`config.mk`:
```
export PLATFORM = sky130hd
export DESIGN_NAME = palette_fade_lut
export DESIGN_NICKNAME = d
export VERILOG_FILES = /design/src/rtl/palette_pkg.sv /design/src/rtl/palette_fade_ctrl.sv /design/src/rtl/palette_fade_lut.sv
export SDC_FILE = /design/constraint.sdc
export NUM_CORES = 1
export LEC_CHECK = 0
export CORE_UTILIZATION = 36
export DETAILED_ROUTE_END_ITERATION = 6
export GPL_ROUTABILITY_DRIVEN = 0
export SETUP_SLACK_MARGIN = 0.15
export SLEW_MARGIN = 20
export SYNTH_ARGS = -nofsm -noshare
export SYNTH_HDL_FRONTEND = slang
export SYNTH_SLANG_ARGS = --single-unit
```
`constraint.sdc`:
```
create_clock -name Clk -period 8.8 [get_ports Clk]
set_clock_uncertainty 0.05 [all_clocks]
set_input_delay 1.32 -clock Clk [delete_from_list [all_inputs] [get_ports Clk]]
set_output_delay 1.32 -clock Clk [all_outputs]
set_load 0.1 [all_outputs]
```
`src/rtl/palette_pkg.sv`:
```
// Shared types and reset contents for the palette/fade pixel stage.
package palette_pkg;

  typedef enum logic [1:0] {
    NONE = 2'b00,
    OUT  = 2'b01,
    IN   = 2'b10,
    RSVD = 2'b11
  } fade_cmd_t;

  typedef enum logic [1:0] {
    IDLE     = 2'b00,
    FADE_OUT = 2'b01,
    FADE_IN  = 2'b10
  } fade_state_t;

  // Text-mode colours, {R,G,B} at 4 bits per channel.
  localparam logic [11:0] DEFAULT_PALETTE [16] = '{
    12'h256, 12'hACD, 12'h0A0, 12'hEC3,
    12'h00A, 12'hA0A, 12'h0AA, 12'hAAA,
    12'h555, 12'h55F, 12'h5F5, 12'hB12,
    12'hF55, 12'hF5F, 12'hFF5, 12'h835
  };

  // Reset value of any palette slot; slots past the table start black.
  function automatic logic [11:0] default_entry(input int i);
    if (i >= 0 && i < 16) return DEFAULT_PALETTE[i[3:0]];
    return 12'h000;
  endfunction

endpackage

```
`src/rtl/palette_fade_ctrl.sv`:
```
// Frame-paced brightness fade engine: FSM, per-level frame counter and level register.
module palette_fade_ctrl
  import palette_pkg::*;
#(
  parameter int FADE_W = 4
) (
  input  logic              Clk,
  input  logic              Reset_n,
  input  logic              frame_start,
  input  logic              fade_start,
  input  logic [1:0]        fade_cmd,
  input  logic [3:0]        fade_frames,
  output logic              fade_busy,
  output logic              fade_done,
  output logic [FADE_W:0]   fade_level,
  output fade_state_t       fade_state
);

  localparam logic [FADE_W:0] FULL = {1'b1, {FADE_W{1'b0}}};
  localparam logic [FADE_W:0] ONE  = {{FADE_W{1'b0}}, 1'b1};

  fade_state_t       state, state_n;
  logic [3:0]        cnt, cnt_n;
  logic [FADE_W:0]   level, level_n;
  logic              done, done_n;
  logic [3:0]        last_cnt;

  // A programmed step length of 0 behaves as 1 frame per level.
  assign last_cnt = (fade_frames == 4'd0) ? 4'd0 : fade_frames - 4'd1;

  always_ff @(posedge Clk or negedge Reset_n) begin
    if (!Reset_n) begin
      state <= IDLE;
      cnt   <= 4'd0;
      level <= FULL;
      done  <= 1'b0;
    end else begin
      state <= state_n;
      cnt   <= cnt_n;
      level <= level_n;
      done  <= done_n;
    end
  end

  always_comb begin
    state_n = state;
    cnt_n   = cnt;
    level_n = level;
    done_n  = 1'b0;
    unique case (state)
      IDLE: begin
        if (fade_start && fade_cmd == OUT) begin
          state_n = FADE_OUT;
          cnt_n   = 4'd0;
        end else if (fade_start && fade_cmd == IN) begin
          state_n = FADE_IN;
          cnt_n   = 4'd0;
        end
      end
      FADE_OUT: begin
        if (frame_start) begin
          // Already black: finish on this frame without touching the level.
          if (level == '0) begin
            state_n = IDLE;
            cnt_n   = 4'd0;
            done_n  = 1'b1;
          end else if (cnt == last_cnt) begin
            cnt_n   = 4'd0;
            level_n = level - ONE;
            if (level == ONE) begin
              state_n = IDLE;
              done_n  = 1'b1;
            end
          end else begin
            cnt_n = cnt + 4'd1;
          end
        end
      end
      FADE_IN: begin
        if (frame_start) begin
          if (level == FULL) begin
            state_n = IDLE;
            cnt_n   = 4'd0;
            done_n  = 1'b1;
          end else if (cnt == last_cnt) begin
            cnt_n   = 4'd0;
            level_n = level + ONE;
            if (level == FULL - ONE) begin
              state_n = IDLE;
              done_n  = 1'b1;
            end
          end else begin
            cnt_n = cnt + 4'd1;
          end
        end
      end
      default: begin
        state_n = IDLE;
        cnt_n   = 4'd0;
      end
    endcase
  end

  assign fade_busy  = (state != IDLE);
  assign fade_done  = done;
  assign fade_level = level;
  assign fade_state = state;

endmodule

```
`src/rtl/palette_fade_lut.sv`:
```
// Writable colour palette with a fixed 2-cycle index->RGB pipeline, brightness fade and transparency flag.
module palette_fade_lut
  import palette_pkg::*;
#(
  parameter int INDEX_W = 4,
  parameter int CH_W    = 4,
  parameter int FADE_W  = 4
) (
  input  logic                Clk,
  input  logic                Reset_n,
  input  logic                rd_valid,
  input  logic [INDEX_W-1:0]  rd_index,
  output logic                out_valid,
  output logic [CH_W-1:0]     red,
  output logic [CH_W-1:0]     green,
  output logic [CH_W-1:0]     blue,
  output logic                out_transparent,
  input  logic                wr_en,
  input  logic [INDEX_W-1:0]  wr_index,
  input  logic [3*CH_W-1:0]   wr_data,
  input  logic                transp_en,
  input  logic [INDEX_W-1:0]  transp_index,
  input  logic                frame_start,
  input  logic                fade_start,
  input  logic [1:0]          fade_cmd,
  input  logic [3:0]          fade_frames,
  output logic                fade_busy,
  output logic                fade_done,
  output logic [FADE_W:0]     fade_level,
  output fade_state_t         fade_state
);

  localparam int PAL_W       = 3 * CH_W;
  localparam int NUM_ENTRIES = 2 ** INDEX_W;

  logic [PAL_W-1:0] pal [NUM_ENTRIES];
  logic [PAL_W-1:0] s1_color;
  logic             s1_valid;
  logic             s1_transp;

  function automatic logic [CH_W-1:0] scale(input logic [CH_W-1:0] c,
                                            input logic [FADE_W:0] lvl);
    logic [CH_W+FADE_W:0] prod;
    prod  = {{(FADE_W+1){1'b0}}, c} * {{CH_W{1'b0}}, lvl};
    scale = prod[FADE_W +: CH_W];
  endfunction

  palette_fade_ctrl #(.FADE_W(FADE_W)) u_ctrl (
    .Clk         (Clk),
    .Reset_n     (Reset_n),
    .frame_start (frame_start),
    .fade_start  (fade_start),
    .fade_cmd    (fade_cmd),
    .fade_frames (fade_frames),
    .fade_busy   (fade_busy),
    .fade_done   (fade_done),
    .fade_level  (fade_level),
    .fade_state  (fade_state)
  );

  // Flop-based storage so reset can restore the default colours.
  always_ff @(posedge Clk or negedge Reset_n) begin
    if (!Reset_n) begin
      for (int i = 0; i < NUM_ENTRIES; i++) pal[i] <= PAL_W'(default_entry(i));
    end else if (wr_en) begin
      pal[wr_index] <= wr_data;
    end
  end

  // S1 samples the array before a same-edge write lands, giving read-old semantics.
  always_ff @(posedge Clk or negedge Reset_n) begin
    if (!Reset_n) begin
      s1_color  <= '0;
      s1_valid  <= 1'b0;
      s1_transp <= 1'b0;
    end else begin
      s1_color  <= pal[rd_index];
      s1_valid  <= rd_valid;
      s1_transp <= transp_en && (rd_index == transp_index);
    end
  end

  always_ff @(posedge Clk or negedge Reset_n) begin
    if (!Reset_n) begin
      out_valid       <= 1'b0;
      red             <= '0;
      green           <= '0;
      blue            <= '0;
      out_transparent <= 1'b0;
    end else begin
      out_valid <= s1_valid;
      if (s1_valid) begin
        red             <= scale(s1_color[3*CH_W-1 -: CH_W], fade_level);
        green           <= scale(s1_color[2*CH_W-1 -: CH_W], fade_level);
        blue            <= scale(s1_color[CH_W-1:0], fade_level);
        out_transparent <= s1_transp;
      end
    end
  end

endmodule

```
==> tab_implementation.tex <==
\begin{tabular}{lr}
\hline
Metric & Value \\
\hline
\multicolumn{2}{l}{\textbf{Global routing}} \\
Total GRT Usage & 15.4\% \\
Initial antenna violation count & 3 \\
Number of global-route vias before repair & between 7000 and 8000 \\
Global route overflow & 0 \\
Maximum number of pins on one net before global-route repair & 154 \\
First-pass GRT wire length & just over 40000 µm \\
\multicolumn{2}{l}{\textbf{Clock network}} \\
Bufs on Longest Clock Path & 3 \\
Deepest level of the CTS H-tree & 1 \\
Clock transition at the register clock pins on the worst setup and hold paths after CTS & roughly 0.060 ns \\
Number of resized instances in the post-cts repair step & 0 \\
Number of buffers added for setup after CTS & 0 \\
CTS tree & yes \\
CTS Hold Bufs & 0 \\
CTS Buf Count & 25 \\
Clock root cell & sky130\_fd\_sc\_hd\_\_clkbuf\_16 \\
Clock sink count & approximately 230 \\
Skew-Pair Late Insertion Delay & between 0.5 and 0.6 ns \\
\multicolumn{2}{l}{\textbf{Critical path}} \\
Req. time, crit path & $\sim$7.4 ns \\
Worst Path Arrival & roughly 2.5 ns \\
Maximum single-stage delay on the critical path & about 1.2 ns \\
Type of destination of the critical path & primary output \\
Sequence of cells on the critical path & clkdlybuf4s50\_1 \\
Crit path max fanout & 22 \\
Reg-to-reg setup timing slack & around 5.4 ns \\
Element type at the critical path start & register \\
Crit path buf inv count & 1 \\
Start of the worst register-to-register path & u\_ctrl.fade\_level[2] \\
Cell at the slowest stage of the critical path & sky130\_fd\_sc\_hd\_\_clkdlybuf4s50\_1 \\
Crit path launch & u\_ctrl.fade\_level[4] \\
Critical path class & reg -> out \\
CP delay by family, top & buffers and inverters \\
\multicolumn{2}{l}{\textbf{Die}} \\
Die area & roughly 0.034 mm² \\
Floorplan die height & roughly 180 µm \\
Number of core rows & 66 \\
CORE AREA & 0.0327 mm² \\
Overall die width & between 150 and 200 µm \\
IO Pins & 60 \\
Starting Density & a little under two fifths \\
\multicolumn{2}{l}{\textbf{Run status}} \\
Status & completed \\
\multicolumn{2}{l}{\textbf{Synthesis}} \\
Fraction of the yosys area taken by sequential cells & between 40\% and 50\% \\
Count of warnings emitted by yosys & 0 \\
Syn\_nets & 954 \\
Count of different cell masters after synthesis & 57 \\
Cell area after technology mapping & 0.0120 mm² \\
Share of async-settable or async-resettable flops after synthesis & 100\% \\
Number of flip-flops and latches in the synthesized netlist & about 230 \\
Cells after Synth & about 870 \\
Post-Synthesis Mean Instance Area & between 10 and 15 µm² \\
Number of synthesized flops with an enable pin & 0 \\
Most frequently used flop master after synthesis & sky130\_fd\_sc\_hd\_\_dfrtp\_1 \\
\multicolumn{2}{l}{\textbf{Finish}} \\
Number of inserted filler cells in the final layout & 3064 \\
Number of nets in the finished design & between 900 and 1000 \\
Share of final-layout standard cells stronger than drive strength 1 & approximately 45\% \\
Post-Layout Cell Count & 1364 \\
Layout area overhead & 15.3\% \\
\multicolumn{2}{l}{\textbf{Drt}} \\
WL per Instance & $\sim$18 µm \\
Remaining routing DRC violations & 0 \\
Pre-Repair DR Iteration Count & 4 \\
Average vias per placed instance & between 5 and 6 \\
Via count & about 7000 \\
Detailed Route WL & between 20000 and 30000 µm \\
Final ANT Viol Nets & 0 \\
Iteration-0 DRC Markers & between 300 and 400 \\
\multicolumn{2}{l}{\textbf{Hold path}} \\
Hold/Removal Path Class & reg -> reg \\
Hold\_sp & s1\_transp \\
\multicolumn{2}{l}{\textbf{Pwr}} \\
Total chip power & around 3.9 mW \\
VDD IR max & about 0.00015 V \\
Power per unit of standard cell area & 279 mW/mm² \\
Pleak & about 5.7 nW \\
\multicolumn{2}{l}{\textbf{Timing}} \\
Final critical-path required period & just under 4 ns \\
Unrepaired setup endpoints after global routing & false \\
Worst hold margin & approximately 0.43 ns \\
Fmax & roughly 0.26 GHz \\
Final critical-path share of the clock period & between 40 and 50\% \\
Final setup viols & 0 \\
Number of endpoints with negative hold slack in the final report & 0 \\
Least-Margin Pin Slew & approximately 1.0 ns \\
Final slew viol count & 0 \\
Max-slew headroom at the worst pin & slightly above 30\% \\
Total negative setup slack & 0 ns \\
\multicolumn{2}{l}{\textbf{Place}} \\
Count of input and output buffers & 59 \\
HPWL after detailed placement & $\sim$15000 µm \\
Number of cells after detailed placement & $\sim$1300 \\
\multicolumn{2}{l}{\textbf{Job}} \\
Max Cap Violations & 0 \\
\hline
\end{tabular}
==> flip-flops by register name, summed over array words and instances, names as in the netlist, 2 cells and up <==
| register | flops |
|---|---|
| pal | 192 |
| s1_color | 12 |
| u_ctrl.fade_level | 5 |
| blue | 4 |
| green | 4 |
| red | 4 |
| u_ctrl.cnt | 4 |
| u_ctrl.fade_state | 2 |
==> cells by family (layout without fill, tap and decap cells) <==
logic type               count (synthesis)  after routing  synth area share, %
buffers and inverters                   88            143                 2.93
other                                    0              1                    0
XOR/XNOR                                15             15                 1.09
adder cells (fa/ha/maj)                 51             51                 6.25
flip-flops                             232            232                 49.3
multiplexers                           257            257                 29.7
AND/OR/NAND/NOR                        158            158                 6.82
AO/OA/AOI/OAI                           65             65                 3.86
==> per-stage QoR <==
| step | instance area, µm² | setup WS (ns) | utilization, % |
|---|---|---|---|
| finish | 13900 | 4.89 | 42.4 |
| global route | 13900 | 4.81 | 42.4 |
| CTS | 13900 | 4.87 | 42.4 |
| detailed placement | 13000 | 4.83 | 39.7 |
| global placement | 13000 | 4.87 | 39.7 |
| floorplan | 12000 | 4.92 | - |
==> final timing paths <==
path                                   end  depth (start not counted)
max reg2reg                        blue[3]                         11
max                          fade_level[4]                          1
min reg2reg                out_transparent                          1
min in group asynchronous           red[2]                          1
min                        out_transparent                          1
max in group asynchronous         pal[114]                          2
==> layer usage <==
layer / wire length (µm) / vias to the layer above / GRT usage, %
met5: 13 / - / 0
met4: 513 / 2 / 3.47
met3: 972 / 36 / 2.17
met2: 12000 / 115 / 25.5
met1: 11700 / 3584 / 21.3
li1: - / 3221 / -
==> cell usage in the layout (no fill, tap or decap), types with 6 or more instances in the layout <==
| master | instances |
|---|---|
| sky130_fd_sc_hd__nand2b_1 | 7 |
| sky130_fd_sc_hd__or3_1 | 7 |
| sky130_fd_sc_hd__mux2_2 | 194 |
| sky130_fd_sc_hd__o21a_1 | 7 |
| sky130_fd_sc_hd__nand3_1 | 10 |
| sky130_fd_sc_hd__xnor2_1 | 8 |
| sky130_fd_sc_hd__nor2_2 | 9 |
| sky130_fd_sc_hd__dfstp_2 | 98 |
| sky130_fd_sc_hd__xor2_1 | 7 |
| sky130_fd_sc_hd__mux4_2 | 60 |
| sky130_fd_sc_hd__a21oi_1 | 11 |
| sky130_fd_sc_hd__and2_1 | 33 |
| sky130_fd_sc_hd__fa_1 | 15 |
| sky130_fd_sc_hd__nor3_1 | 12 |
| sky130_fd_sc_hd__clkbuf_16 | 25 |
| sky130_fd_sc_hd__o21ai_0 | 13 |
| sky130_fd_sc_hd__inv_1 | 33 |
| sky130_fd_sc_hd__clkbuf_8 | 6 |
| sky130_fd_sc_hd__ha_1 | 36 |
| sky130_fd_sc_hd__clkdlybuf4s50_1 | 56 |
| sky130_fd_sc_hd__nor2_1 | 13 |
| sky130_fd_sc_hd__dfrtp_1 | 134 |
| sky130_fd_sc_hd__o31ai_1 | 10 |
| sky130_fd_sc_hd__nand2_1 | 43 |
==> synth_stat cells (4+ instances only) <==
| cell type | number | area share, % |
|---|---|---|
| sky130_fd_sc_hd__ha_1 | 36 | 3.7 |
| sky130_fd_sc_hd__mux2_2 | 194 | 18 |
| sky130_fd_sc_hd__o21a_1 | 7 | 0.44 |
| sky130_fd_sc_hd__fa_1 | 15 | 2.5 |
| sky130_fd_sc_hd__nand4_1 | 4 | 0.21 |
| sky130_fd_sc_hd__o21ai_0 | 13 | 0.54 |
| sky130_fd_sc_hd__inv_1 | 33 | 1.0 |
| sky130_fd_sc_hd__xor2_1 | 7 | 0.51 |
| sky130_fd_sc_hd__nand2_1 | 43 | 1.3 |
| sky130_fd_sc_hd__nand3_1 | 10 | 0.42 |
| sky130_fd_sc_hd__and3_1 | 5 | 0.26 |
| sky130_fd_sc_hd__nor2_1 | 22 | 0.69 |
| sky130_fd_sc_hd__dfrtp_1 | 134 | 28 |
| sky130_fd_sc_hd__o31ai_1 | 10 | 0.62 |
| sky130_fd_sc_hd__clkbuf_1 | 43 | 1.3 |
| sky130_fd_sc_hd__buf_2 | 6 | 0.25 |
| sky130_fd_sc_hd__a21oi_1 | 11 | 0.46 |
| sky130_fd_sc_hd__xnor2_1 | 8 | 0.58 |
| sky130_fd_sc_hd__and2_1 | 33 | 1.7 |
| sky130_fd_sc_hd__mux4_2 | 60 | 11 |
| sky130_fd_sc_hd__nand2b_1 | 7 | 0.36 |
| sky130_fd_sc_hd__or3_1 | 7 | 0.36 |
| sky130_fd_sc_hd__dfstp_2 | 98 | 21 |
| sky130_fd_sc_hd__nor3_1 | 12 | 0.50 |
==> cell type report <==
| type | count | area [µm²] | area share (%) |
|---|---|---|---|
| Sequential cell | 232 | 5930 | 42.8 |
| Antenna cell | 1 | 2.50 | 0.0181 |
| Multi-Input combinational cell | 546 | 5760 | 41.6 |
| Clock buffer | 36 | 727 | 5.25 |
| Timing Repair Buffer | 63 | 634 | 4.58 |
| Tap cell | 442 | 553 | 3.99 |
| Clock inverter | 10 | 125 | 0.903 |
| Inverter | 34 | 128 | 0.921 |
==> report_power, final <==
part | total (mW) | internal [mW] | switching [mW]
logic | 1.20 | 0.532 | 0.664
registers | 1.59 | 1.40 | 0.186
clock network | 1.08 | 0.637 | 0.443
(Power assumes the default switching activity.)
==> RTL edit: new RTL, same settings <==
Register the output `green` once more, without a reset; this adds one clock of latency there. The other outputs are not delayed to match.
--- a/src/rtl/palette_fade_lut.sv
+++ b/src/rtl/palette_fade_lut.sv
@@ -32,6 +32,8 @@
 
   localparam int PAL_W       = 3 * CH_W;
   localparam int NUM_ENTRIES = 2 ** INDEX_W;
+
+  logic [CH_W-1:0] green_s0;
 
   logic [PAL_W-1:0] pal [NUM_ENTRIES];
   logic [PAL_W-1:0] s1_color;
@@ -84,19 +86,23 @@
     if (!Reset_n) begin
       out_valid       <= 1'b0;
       red             <= '0;
-      green           <= '0;
+      green_s0        <= '0;
       blue            <= '0;
       out_transparent <= 1'b0;
     end else begin
       out_valid <= s1_valid;
       if (s1_valid) begin
         red             <= scale(s1_color[3*CH_W-1 -: CH_W], fade_level);
-        green           <= scale(s1_color[2*CH_W-1 -: CH_W], fade_level);
+        green_s0        <= scale(s1_color[2*CH_W-1 -: CH_W], fade_level);
         blue            <= scale(s1_color[CH_W-1:0], fade_level);
         out_transparent <= s1_transp;
       end
     end
   end
 
+  always_ff @(posedge Clk) begin
+    green <= green_s0;
+  end
+
 endmodule
 
Check against the original RTL: not equivalent (Yosys sat finds a counterexample within 4 cycles, from zero or initial values and one cycle with Reset_n low).
==> RTL edit against the original RTL <==
Sequential cell count is 4 higher; setup slack got worse by 0.030 ns; total power grew 2.4%; critical path type unchanged; critical endpoint is now fade_level[2]; critical path depth is the same; wire length increased by 3.5%; synthesized cell count rose by 0.46%; synthesized area increased by 0.56%; final area is 1.0% higher.
==> RTL edit: results <==
{
  "status": "complete, no violations",
  "clkTransAtPathRegs_ns": 0.06,
  "nets": 1005,
  "total_leakage_power_nw": 5.794,
  "hp-class": "reg2reg",
  "placed_area_um2": 13120,
  "synth_warnings": 0,
  "largest-register": "pal",
  "dp_hpwl_um": 16420,
  "met2_length_um": 12280,
  "critical_path_arrival_ns": 2.57,
  "antenna_found_initial": 1,
  "grt_pass1_vias": 7298,
  "wl_met1_um": 12420,
  "syn_nets": 958,
  "yosysUniqueCellTypes": 56,
  "drive_gt1_share_pct": 45.04,
  "largest_reg_flops": 192,
  "crit_path_max_fanout": 21,
  "ir_drop_mv": 0.1720,
  "synthTopCellsByArea": "dfrtp_1 28%, dfstp_2 21%, mux2_2 18%",
  "slew_headroom_pct": 34.00,
  "synthTopCellsByCount": "194 x mux2_2, 134 x dfrtp_1, 98 x dfstp_2",
  "ys_seq_area_share_pct": 49.72,
  "grtUsageTotal_pct": 16.02,
  "synthArstFlopShare_pct": 98.31,
  "place_inst": 1330,
  "critPathTopFamily": "buffers and inverters",
  "fin_cells": 1379,
  "grt_pass1_wl_um": 42150,
  "portBuffers": 59,
  "antenna_cells": 0,
  "crit_slowest_cell": "clkdlybuf4s50_1",
  "post_cts_buffers": 0,
  "min_path_cells": 0,
  "grt_max_degree": 115,
  "via_per_inst": 5.153,
  "r2r_cells": 11,
  "cts_buffer_depth": 3,
  "ctsHoldBuffers": 0,
  "cts-root-buf": "clkbuf_16",
  "initialDrtViolationCount": 384,
  "wirelength_um": 26070,
  "htree_levels": 1,
  "synth_cells": 870,
  "fillCellCount": 2981,
  "cts_buffers": 27,
  "critPathMaxStageDelay_ns": 1.26,
  "drtPass1Iterations": 4,
  "finalCoreUtilization_pct": 42.71,
  "met3_length_um": 851
}
## RTL edit: final timing paths
| path | startpoint | endpoint | slack (ns) |
|---|---|---|---|
| max in group asynchronous | Reset_n | pal[173] | 6.45 |
| max reg2reg | u_ctrl.fade_level[2] | green_s0[3] | 5.32 |
| min reg2reg | green_s0[3] | green[3] | 0.32 |
| max | u_ctrl.fade_level[2] | fade_level[2] | 4.86 |
| min | green_s0[3] | green[3] | 0.32 |
| min in group asynchronous | Reset_n | out_valid | 0.81 |
## RTL edit: per-stage QoR
stage / worst slack, ns / hold WS [ns]
5_1_grt: 4.748 / 0.3403
2_1_floorplan: 4.886 / 0.2972
4_1_cts: 4.836 / 0.3254
3_3_place_gp: 4.884 / 0.3034
6_report: 4.859 / 0.3243
3_5_place_dp: 5.077 / 0.3056
## RTL edit: cells by family after synthesis
logic type | synth area share, %
xor+xnor | 1.015
simple gates | 6.751
mux | 29.51
buf+inv | 2.796
compound gates | 3.997
fa+ha+maj | 6.212
flops | 49.72
## RTL edit: layout make-up
class / instances / area share, %
clock buffers: 36 / 5.282
clock inverters: 13 / 1.019
inverters: 34 / 0.9115
multi-input cells: 546 / 41.00
flip-flops and latches: 236 / 42.91
well taps: 442 / 3.950
repair buffers: 72 / 4.924
## RTL edit: report_power, final
group          leakage (nW)  internal, W  total (W)  switching, W
sequential             2.73      0.00143    0.00162      0.000193
clock                 0.432     0.000654    0.00111      0.000460
combinational          2.63     0.000541    0.00122      0.000680
total                  5.79      0.00262    0.00396       0.00133
## RTL edit: layer usage
metal  GRT usage, %  up-vias
li1               -     3252
met1          22.42     3709
met2          26.33      108
met3          2.143       35
met4          3.702        2
met5              0        -
